`src/rtl/div_16_pkg.sv`:
```
// Shared types and constants for the 16-bit iterative restoring divider.
package div_16_pkg;

   localparam int unsigned DIV_WIDTH = 16;
   localparam int unsigned CNT_W     = 5;

   localparam logic [DIV_WIDTH-1:0] DIV_ZERO_Q = 16'hFFFF;

   typedef enum logic [1:0] {
      S_IDLE = 2'd0,
      S_RUN  = 2'd1,
      S_DONE = 2'd2
   } state_e;

endpackage

```
`src/rtl/div_16_if.sv`:
```
// Start/done request bus between a requester and the divider.
interface div_16_if;
   import div_16_pkg::*;

   logic                 start;
   logic [DIV_WIDTH-1:0] dividend;
   logic [DIV_WIDTH-1:0] divisor;
   logic                 ready;
   logic                 done;
   logic [DIV_WIDTH-1:0] quotient;
   logic [DIV_WIDTH-1:0] remainder;
   logic                 div_by_zero;

   modport master (
      output start, dividend, divisor,
      input  ready, done, quotient, remainder, div_by_zero
   );

   modport slave (
      input  start, dividend, divisor,
      output ready, done, quotient, remainder, div_by_zero
   );

endinterface

```
`src/rtl/fa.sv`:
```
// One-bit full-adder cell shared with the ALU adder path.
module fa (
   input  logic a,
   input  logic b,
   input  logic ci,
   output logic sum_c,
   output logic cout_c
);

   assign sum_c  = a ^ b ^ ci;
   assign cout_c = (a & b) | (a & ci) | (b & ci);

endmodule

```
`src/rtl/sub_17.sv`:
```
// Ripple subtractor a - b built from fa cells: b inverted, carry-in tied high.
module sub_17 #(
   parameter int unsigned W = 17
) (
   input  logic [W-1:0] a,
   input  logic [W-1:0] b,
   output logic [W-1:0] diff_c,
   output logic         no_borrow_c
);

   logic [W:0] carry;

   assign carry[0]    = 1'b1;
   assign no_borrow_c = carry[W];

   for (genvar i = 0; i < W; i++) begin : g_bit
      fa u_fa (
         .a      (a[i]),
         .b      (~b[i]),
         .ci     (carry[i]),
         .sum_c  (diff_c[i]),
         .cout_c (carry[i+1])
      );
   end

endmodule

```
`src/rtl/div_16.sv`:
```
// Unsigned restoring divider: one quotient bit per clock, start/done handshake.
module div_16
   import div_16_pkg::*;
#(
   parameter int unsigned WIDTH = DIV_WIDTH
) (
   input  logic     clock,
   input  logic     reset,
   div_16_if.slave  bus
);

   localparam int unsigned RW = WIDTH + 1;

   state_e             state_q, state_d;
   logic [WIDTH-1:0]   q_q, q_d;
   logic [WIDTH-1:0]   d_q, d_d;
   logic [RW-1:0]      r_q, r_d;
   logic [CNT_W-1:0]   cnt_q, cnt_d;
   logic               zero_q, zero_d;
   logic [WIDTH-1:0]   quot_q, quot_d;
   logic [WIDTH-1:0]   rem_q, rem_d;
   logic               dbz_q, dbz_d;

   logic [RW-1:0]      s_c;
   logic [RW-1:0]      t_c;
   logic [RW-1:0]      r_next_c;
   logic [WIDTH-1:0]   q_next_c;
   logic               no_borrow_c;
   logic               unused_c;

   // Shift in the next dividend bit and trial-subtract the divisor.
   assign s_c = {r_q[WIDTH-1:0], q_q[WIDTH-1]};

   sub_17 #(.W(RW)) u_sub (
      .a           (s_c),
      .b           ({1'b0, d_q}),
      .diff_c      (t_c),
      .no_borrow_c (no_borrow_c)
   );

   assign r_next_c = no_borrow_c ? t_c : s_c;
   assign q_next_c = {q_q[WIDTH-2:0], no_borrow_c};
   // R stays below D after every step, so its top bit is never needed as input.
   assign unused_c = r_q[WIDTH];

   always_ff @(posedge clock) begin
      if (reset) begin
         state_q <= S_IDLE;
         q_q     <= '0;
         d_q     <= '0;
         r_q     <= '0;
         cnt_q   <= '0;
         zero_q  <= 1'b0;
         quot_q  <= '0;
         rem_q   <= '0;
         dbz_q   <= 1'b0;
      end else begin
         state_q <= state_d;
         q_q     <= q_d;
         d_q     <= d_d;
         r_q     <= r_d;
         cnt_q   <= cnt_d;
         zero_q  <= zero_d;
         quot_q  <= quot_d;
         rem_q   <= rem_d;
         dbz_q   <= dbz_d;
      end
   end

   always_comb begin
      state_d = state_q;
      q_d     = q_q;
      d_d     = d_q;
      r_d     = r_q;
      cnt_d   = cnt_q;
      zero_d  = zero_q;
      quot_d  = quot_q;
      rem_d   = rem_q;
      dbz_d   = dbz_q;

      unique case (state_q)
         S_IDLE: begin
            if (bus.start) begin
               q_d     = bus.dividend;
               d_d     = bus.divisor;
               r_d     = '0;
               cnt_d   = '0;
               dbz_d   = 1'b0;
               zero_d  = (bus.divisor == '0);
               state_d = S_RUN;
            end
         end
         S_RUN: begin
            // A zero divisor spends a single cycle here without iterating.
            if (zero_q) begin
               quot_d  = WIDTH'(DIV_ZERO_Q);
               rem_d   = q_q;
               dbz_d   = 1'b1;
               state_d = S_DONE;
            end else begin
               q_d   = q_next_c;
               r_d   = r_next_c;
               cnt_d = cnt_q + CNT_W'(1);
               if (cnt_q == CNT_W'(WIDTH - 1)) begin
                  quot_d  = q_next_c;
                  rem_d   = r_next_c[WIDTH-1:0];
                  state_d = S_DONE;
               end
            end
         end
         S_DONE: begin
            state_d = S_IDLE;
         end
         default: begin
            state_d = S_IDLE;
         end
      endcase
   end

   assign bus.ready       = (state_q == S_IDLE);
   assign bus.done        = (state_q == S_DONE);
   assign bus.quotient    = quot_q;
   assign bus.remainder   = rem_q;
   assign bus.div_by_zero = dbz_q;

endmodule

```
`src/flat_wrapper.sv`:
```
// flat-port wrapper written by rule: the top's interface ports become plain ports
module div_16_flat import div_16_pkg::*;
#(
   parameter int unsigned WIDTH = DIV_WIDTH
)
  (clock, reset, bus_start, bus_dividend, bus_divisor, bus_ready, bus_done, bus_quotient, bus_remainder, bus_div_by_zero);
  div_16_if bus_i ();
  input  logic clock;
  input  logic reset;
  input wire logic [$bits(bus_i.start)-1:0] bus_start;
  input wire logic [$bits(bus_i.dividend)-1:0] bus_dividend;
  input wire logic [$bits(bus_i.divisor)-1:0] bus_divisor;
  output wire logic [$bits(bus_i.ready)-1:0] bus_ready;
  output wire logic [$bits(bus_i.done)-1:0] bus_done;
  output wire logic [$bits(bus_i.quotient)-1:0] bus_quotient;
  output wire logic [$bits(bus_i.remainder)-1:0] bus_remainder;
  output wire logic [$bits(bus_i.div_by_zero)-1:0] bus_div_by_zero;
  assign bus_i.start = bus_start;
  assign bus_i.dividend = bus_dividend;
  assign bus_i.divisor = bus_divisor;
  assign bus_ready = bus_i.ready;
  assign bus_done = bus_i.done;
  assign bus_quotient = bus_i.quotient;
  assign bus_remainder = bus_i.remainder;
  assign bus_div_by_zero = bus_i.div_by_zero;
  div_16 #(.WIDTH(WIDTH)) u_core (.clock(clock), .reset(reset), .bus(bus_i));
endmodule
```
`config.mk`:
```
export PLATFORM = sky130hd
export DESIGN_NAME = div_16_flat
export DESIGN_NICKNAME = d
export VERILOG_FILES = /design/src/rtl/div_16_pkg.sv /design/src/rtl/div_16_if.sv /design/src/rtl/fa.sv /design/src/rtl/sub_17.sv /design/src/rtl/div_16.sv /design/src/flat_wrapper.sv
export SDC_FILE = /design/constraint.sdc
export NUM_CORES = 1
export LEC_CHECK = 0
export CORE_MARGIN = 2
export CORE_UTILIZATION = 48
export CTS_CLUSTER_DIAMETER = 80
export DETAILED_ROUTE_END_ITERATION = 12
export PLACE_DENSITY = 0.86
export SKIP_CTS_REPAIR_TIMING = 1
export SYNTH_ARGS = -nofsm -noshare
export SYNTH_HDL_FRONTEND = slang
export SYNTH_SLANG_ARGS = --single-unit
```
`constraint.sdc`:
```
create_clock -name clock -period 7.6 [get_ports clock]
set_input_delay 0.76 -clock clock [delete_from_list [all_inputs] [get_ports clock]]
set_output_delay 0.76 -clock clock [all_outputs]
set_load 0.02 [all_outputs]
```
==> results by group <==
STA
  • Endpoints failing setup: 0
  • Max Clock Skew: 0.0151 ns
  • Worst Tran Pin Value: 1.25 ns
  • Fin crit share: 96.5%
  • Achievable clock frequency: 0.136 GHz
  • Max_slew headroom: 16.3%
  • Final period demand of the worst path: 7.34 ns
  • Max Transition Viols Final: 0
  • Hold slack: 0.476 ns
  • Unrepaired setup endpoints after global routing: false
  • Fin. Hold Viols: 0
  • Smallest setup slack after layout: 0.264 ns

Floorplan
  • Floorplan die width: 98.4 µm
  • Initial Util: 49.2%
  • Top-Level Pins: 70
  • Full die area: 0.00967 mm²
  • Die height: 98.4 µm
  • Core Footprint: 0.00868 mm²
  • Number of placement rows: 34

Final layout
  • Post-layout utilization of the core: 59.7%
  • Number of nets in the layout: 599
  • Layout cells sized above 1: 9.26%
  • Leading cell types in the layout, fill and taps excluded: sky130_fd_sc_hd__dfxtp_1, sky130_fd_sc_hd__nand2_1, sky130_fd_sc_hd__clkdlybuf4s50_1, sky130_fd_sc_hd__a21oi_1
  • Area growth from synthesis to layout: 21.2%
  • Most common library cell in the layout ignoring fill and taps: sky130_fd_sc_hd__dfxtp_1
  • Count of antenna diodes in the layout: 0
  • Register Area: 0.00178 mm²
  • Area used by multi-input combinational logic: 0.00219 mm²
  • Filler cells: 773

Logic synthesis
  • Number of different library cells in the post-synthesis netlist: 41
  • Adder-Cell Fraction of Synth Area: 7.91%
  • Number of synthesized register bits: 89
  • Synth Cell Area: 0.00427 mm²
  • Number of warning messages in the yosys log: 0
  • Fraction of the mapped netlist area in simple logic gates: 21.6%
  • Xor and xnor area share after synthesis: 0%
  • Most used flip-flop cell after synthesis: sky130_fd_sc_hd__dfxtp_1
  • Share of the synthesized area in compound gates (AO/OA/AOI/OAI): 20.4%
  • Mapped Nets: 561
  • Post-synthesis async set-or-reset flop share: 0%
  • Sequential element share of the synthesized area: 41.7%
  • Number of flops mapped to enable cells by yosys: 0
  • Mean area per synthesized cell: 8.41 µm²
  • Gate count of the mapped netlist: 508
  • Combinational family with the most area after synthesis: simple AND/OR/NAND/NOR gates
  • Mux contribution to synthesized area: 0.469%

Clock network
  • Maximum buffer depth of the clock tree: 2
  • Clock tree from TritonCTS: yes
  • CTS clock-pin slew for the worst setup and hold paths: 0.09 ns
  • Clock insertion delay at the later pin of the skew report: 0.36 ns
  • Number of buffers added by the clock tree synthesis step: 9
  • CTS H-Tree Depth: 3
  • Clock tree sinks: 89
  • CTS Root Cell: sky130_fd_sc_hd__clkbuf_8

Power and ir drop
  • Leakage: 1.65 nW
  • Pwr per Cell Area: 236 mW/mm²
  • Total internal power: 827 µW
  • Part of the total power dissipated in combinational logic: 26.4%
  • IR drop worst, VDD: 0.132 mV
  • Power share of the sequential group: 43.8%
  • Power Total: 1.22 mW
  • Clock Power Share: 29.8%
  • Switching power as a share of total power: 32.3%
  • Switching power: 394 µW

Drt
  • Routed vias/inst: 5.97
  • Routed wire per std cell: 16.9 µm
  • First-iteration detailed-routing DRC count: 353
  • Antenna-violating nets left: 0
  • Total detailed-routing wirelength: 11,100 µm
  • Number of vias after detailed routing: 3,937
  • First-pass iteration count of the detailed router: 6
  • DRC violation count after routing: 0

Run status
  • Outcome: complete, no violations

Critical path
  • Required time worst endpoint: 7.86 ns
  • Worst-case reg-to-reg path depth: 22
  • Peak fanout along the critical path: 16
  • Setup slack of the most critical reg-to-reg path: 0.26 ns
  • Start of the worst register-to-register path: u_core.q_q[15]
  • Critical Path Sink: u_core.bus.remainder[10]
  • Category of the most critical setup path: reg2reg
  • Crit start category: flip-flop
  • Critical path data arrival time: 7.60 ns
  • Reg2Reg Capture Point: u_core.bus.remainder[10]
  • Type of destination of the critical path: flip-flop
  • Source of the critical timing path: u_core.q_q[15]

Global route
  • Maximum number of pins on one net before global-route repair: 91
  • Tot GR Track Use: 22.8%
  • Antenna violations before repair: 0
  • Global-route congestion overflow total: 0
  • First-pass GRT wire length: 17,900 µm
  • Via count of the first global-routing pass: 3,642

Worst hold path
  • Hold wc startpoint: u_core.d_q[14]
  • Worst hold stages: 2
  • Min-Delay Path Class: reg2reg

Flow run
  • Max-capacitance violation count: 0

Place
  • Input/output buffers: 69
  • Detailed-placement wirelength estimate: 7530 µm
  • Gp weighted congestion: 0.840
  • Post-placement worst setup slack: -0.0804 ns
## Yosys cell counts, types with 3 or more instances
library cell               count  area, µm²
sky130_fd_sc_hd__a311oi_1     29        254
sky130_fd_sc_hd__dfxtp_1      89       1780
sky130_fd_sc_hd__o211ai_1     15        113
sky130_fd_sc_hd__buf_6         6       67.6
sky130_fd_sc_hd__nand3_1      21        105
sky130_fd_sc_hd__ha_1          3       37.5
sky130_fd_sc_hd__inv_1        20       75.1
sky130_fd_sc_hd__buf_2        13       65.1
sky130_fd_sc_hd__nor4_1       20        125
sky130_fd_sc_hd__o21ai_0      33        165
sky130_fd_sc_hd__fa_1         15        300
sky130_fd_sc_hd__nand2_1      76        285
sky130_fd_sc_hd__a21oi_1      51        255
sky130_fd_sc_hd__buf_4         3       22.5
sky130_fd_sc_hd__nor2_1       23       86.3
sky130_fd_sc_hd__nor3_1       33        165
sky130_fd_sc_hd__clkbuf_1     27        101
## final cells by class
| cell class | count | share of cell area (%) |
|---|---|---|
| Multi-Input combinational cell | 348 | 42.3 |
| Sequential cell | 89 | 34.4 |
| Timing Repair Buffer | 78 | 14.9 |
| Tap cell | 108 | 2.61 |
| Clock buffer | 9 | 2.39 |
| Clock inverter | 7 | 1.93 |
| Inverter | 20 | 1.45 |
## per-stage QoR
step | instance area (µm²) | std cells | setup TNS [ns]
2_1_floorplan | 4300 | 508 | 0
3_3_place_gp | 4940 | 643 | 0
3_5_place_dp | 4940 | 643 | -0.712
4_1_cts | 5160 | 659 | -1.36
5_1_grt | 5180 | 659 | 0
6_report | 5180 | 659 | 0
## worst max-delay path, stage by stage, from the launching register on
cell,delay (ns)
sky130_fd_sc_hd__dfxtp_2,0.34
sky130_fd_sc_hd__inv_1,0.05
sky130_fd_sc_hd__ha_1,0.22
sky130_fd_sc_hd__fa_2,0.38
sky130_fd_sc_hd__fa_2,0.41
sky130_fd_sc_hd__fa_2,0.41
sky130_fd_sc_hd__fa_2,0.40
sky130_fd_sc_hd__fa_2,0.40
sky130_fd_sc_hd__fa_2,0.40
sky130_fd_sc_hd__fa_2,0.40
sky130_fd_sc_hd__fa_2,0.40
sky130_fd_sc_hd__fa_2,0.38
sky130_fd_sc_hd__fa_2,0.41
sky130_fd_sc_hd__fa_2,0.41
sky130_fd_sc_hd__fa_2,0.40
sky130_fd_sc_hd__fa_2,0.40
sky130_fd_sc_hd__fa_1,0.41
sky130_fd_sc_hd__inv_1,0.09
sky130_fd_sc_hd__fa_2,0.21
sky130_fd_sc_hd__or2_2,0.13
sky130_fd_sc_hd__buf_12,0.14
sky130_fd_sc_hd__o211ai_1,0.14
sky130_fd_sc_hd__a311oi_1,0.28
## metal layers
| layer | track usage (%) | part of all wire (%) | vias up |
|---|---|---|---|
| li1 | - | - | 1883 |
| met1 | 30.4 | 42 | 1841 |
| met2 | 35.9 | 46 | 184 |
| met3 | 4.94 | 7.9 | 29 |
| met4 | 9.91 | 3.6 | 0 |
| met5 | 0 | 0 | - |
## flip-flops by register name, indices dropped and copies added (netlist names)
| register | cells |
|---|---|
| u_core.bus.quotient | 16 |
| u_core.bus.remainder | 16 |
| u_core.d_q | 16 |
| u_core.q_q | 16 |
| u_core.r_q | 16 |
| u_core.cnt_q | 5 |
| u_core.state_q | 2 |
| u_core.bus.div_by_zero | 1 |
| u_core.zero_q | 1 |
## logic make-up after synthesis
group	count (synthesis)
muxes	2
DFF	89
adders and majority gates	18
buffers and inverters	71
and+or+nand+nor	191
AOI/OAI and AO/OA	137
## how the worst min path moves through the flow
stage | to | slack, ns
3_3_place_gp | u_core.d_q[15] | 0.45
5_1_grt | u_core.d_q[14] | 0.50
6_report | u_core.d_q[14] | 0.48
4_1_cts | u_core.d_q[14] | 0.48
2_1_floorplan | u_core.d_q[15] | 0.44
3_5_place_dp | u_core.d_q[14] | 0.47
## power by group through the flow
stage / sequential (mW) / combinational (mW) / clock, mW
after floorplan: 0.528 / 0.240 / 0
after global placement: 0.540 / 0.298 / 0
after detailed placement: 0.542 / 0.313 / 0
after CTS: 0.532 / 0.317 / 0.365
after global routing: 0.538 / 0.366 / 0.385
final: 0.534 / 0.323 / 0.364
No activity file was read; power rests on OpenSTA's default activity.
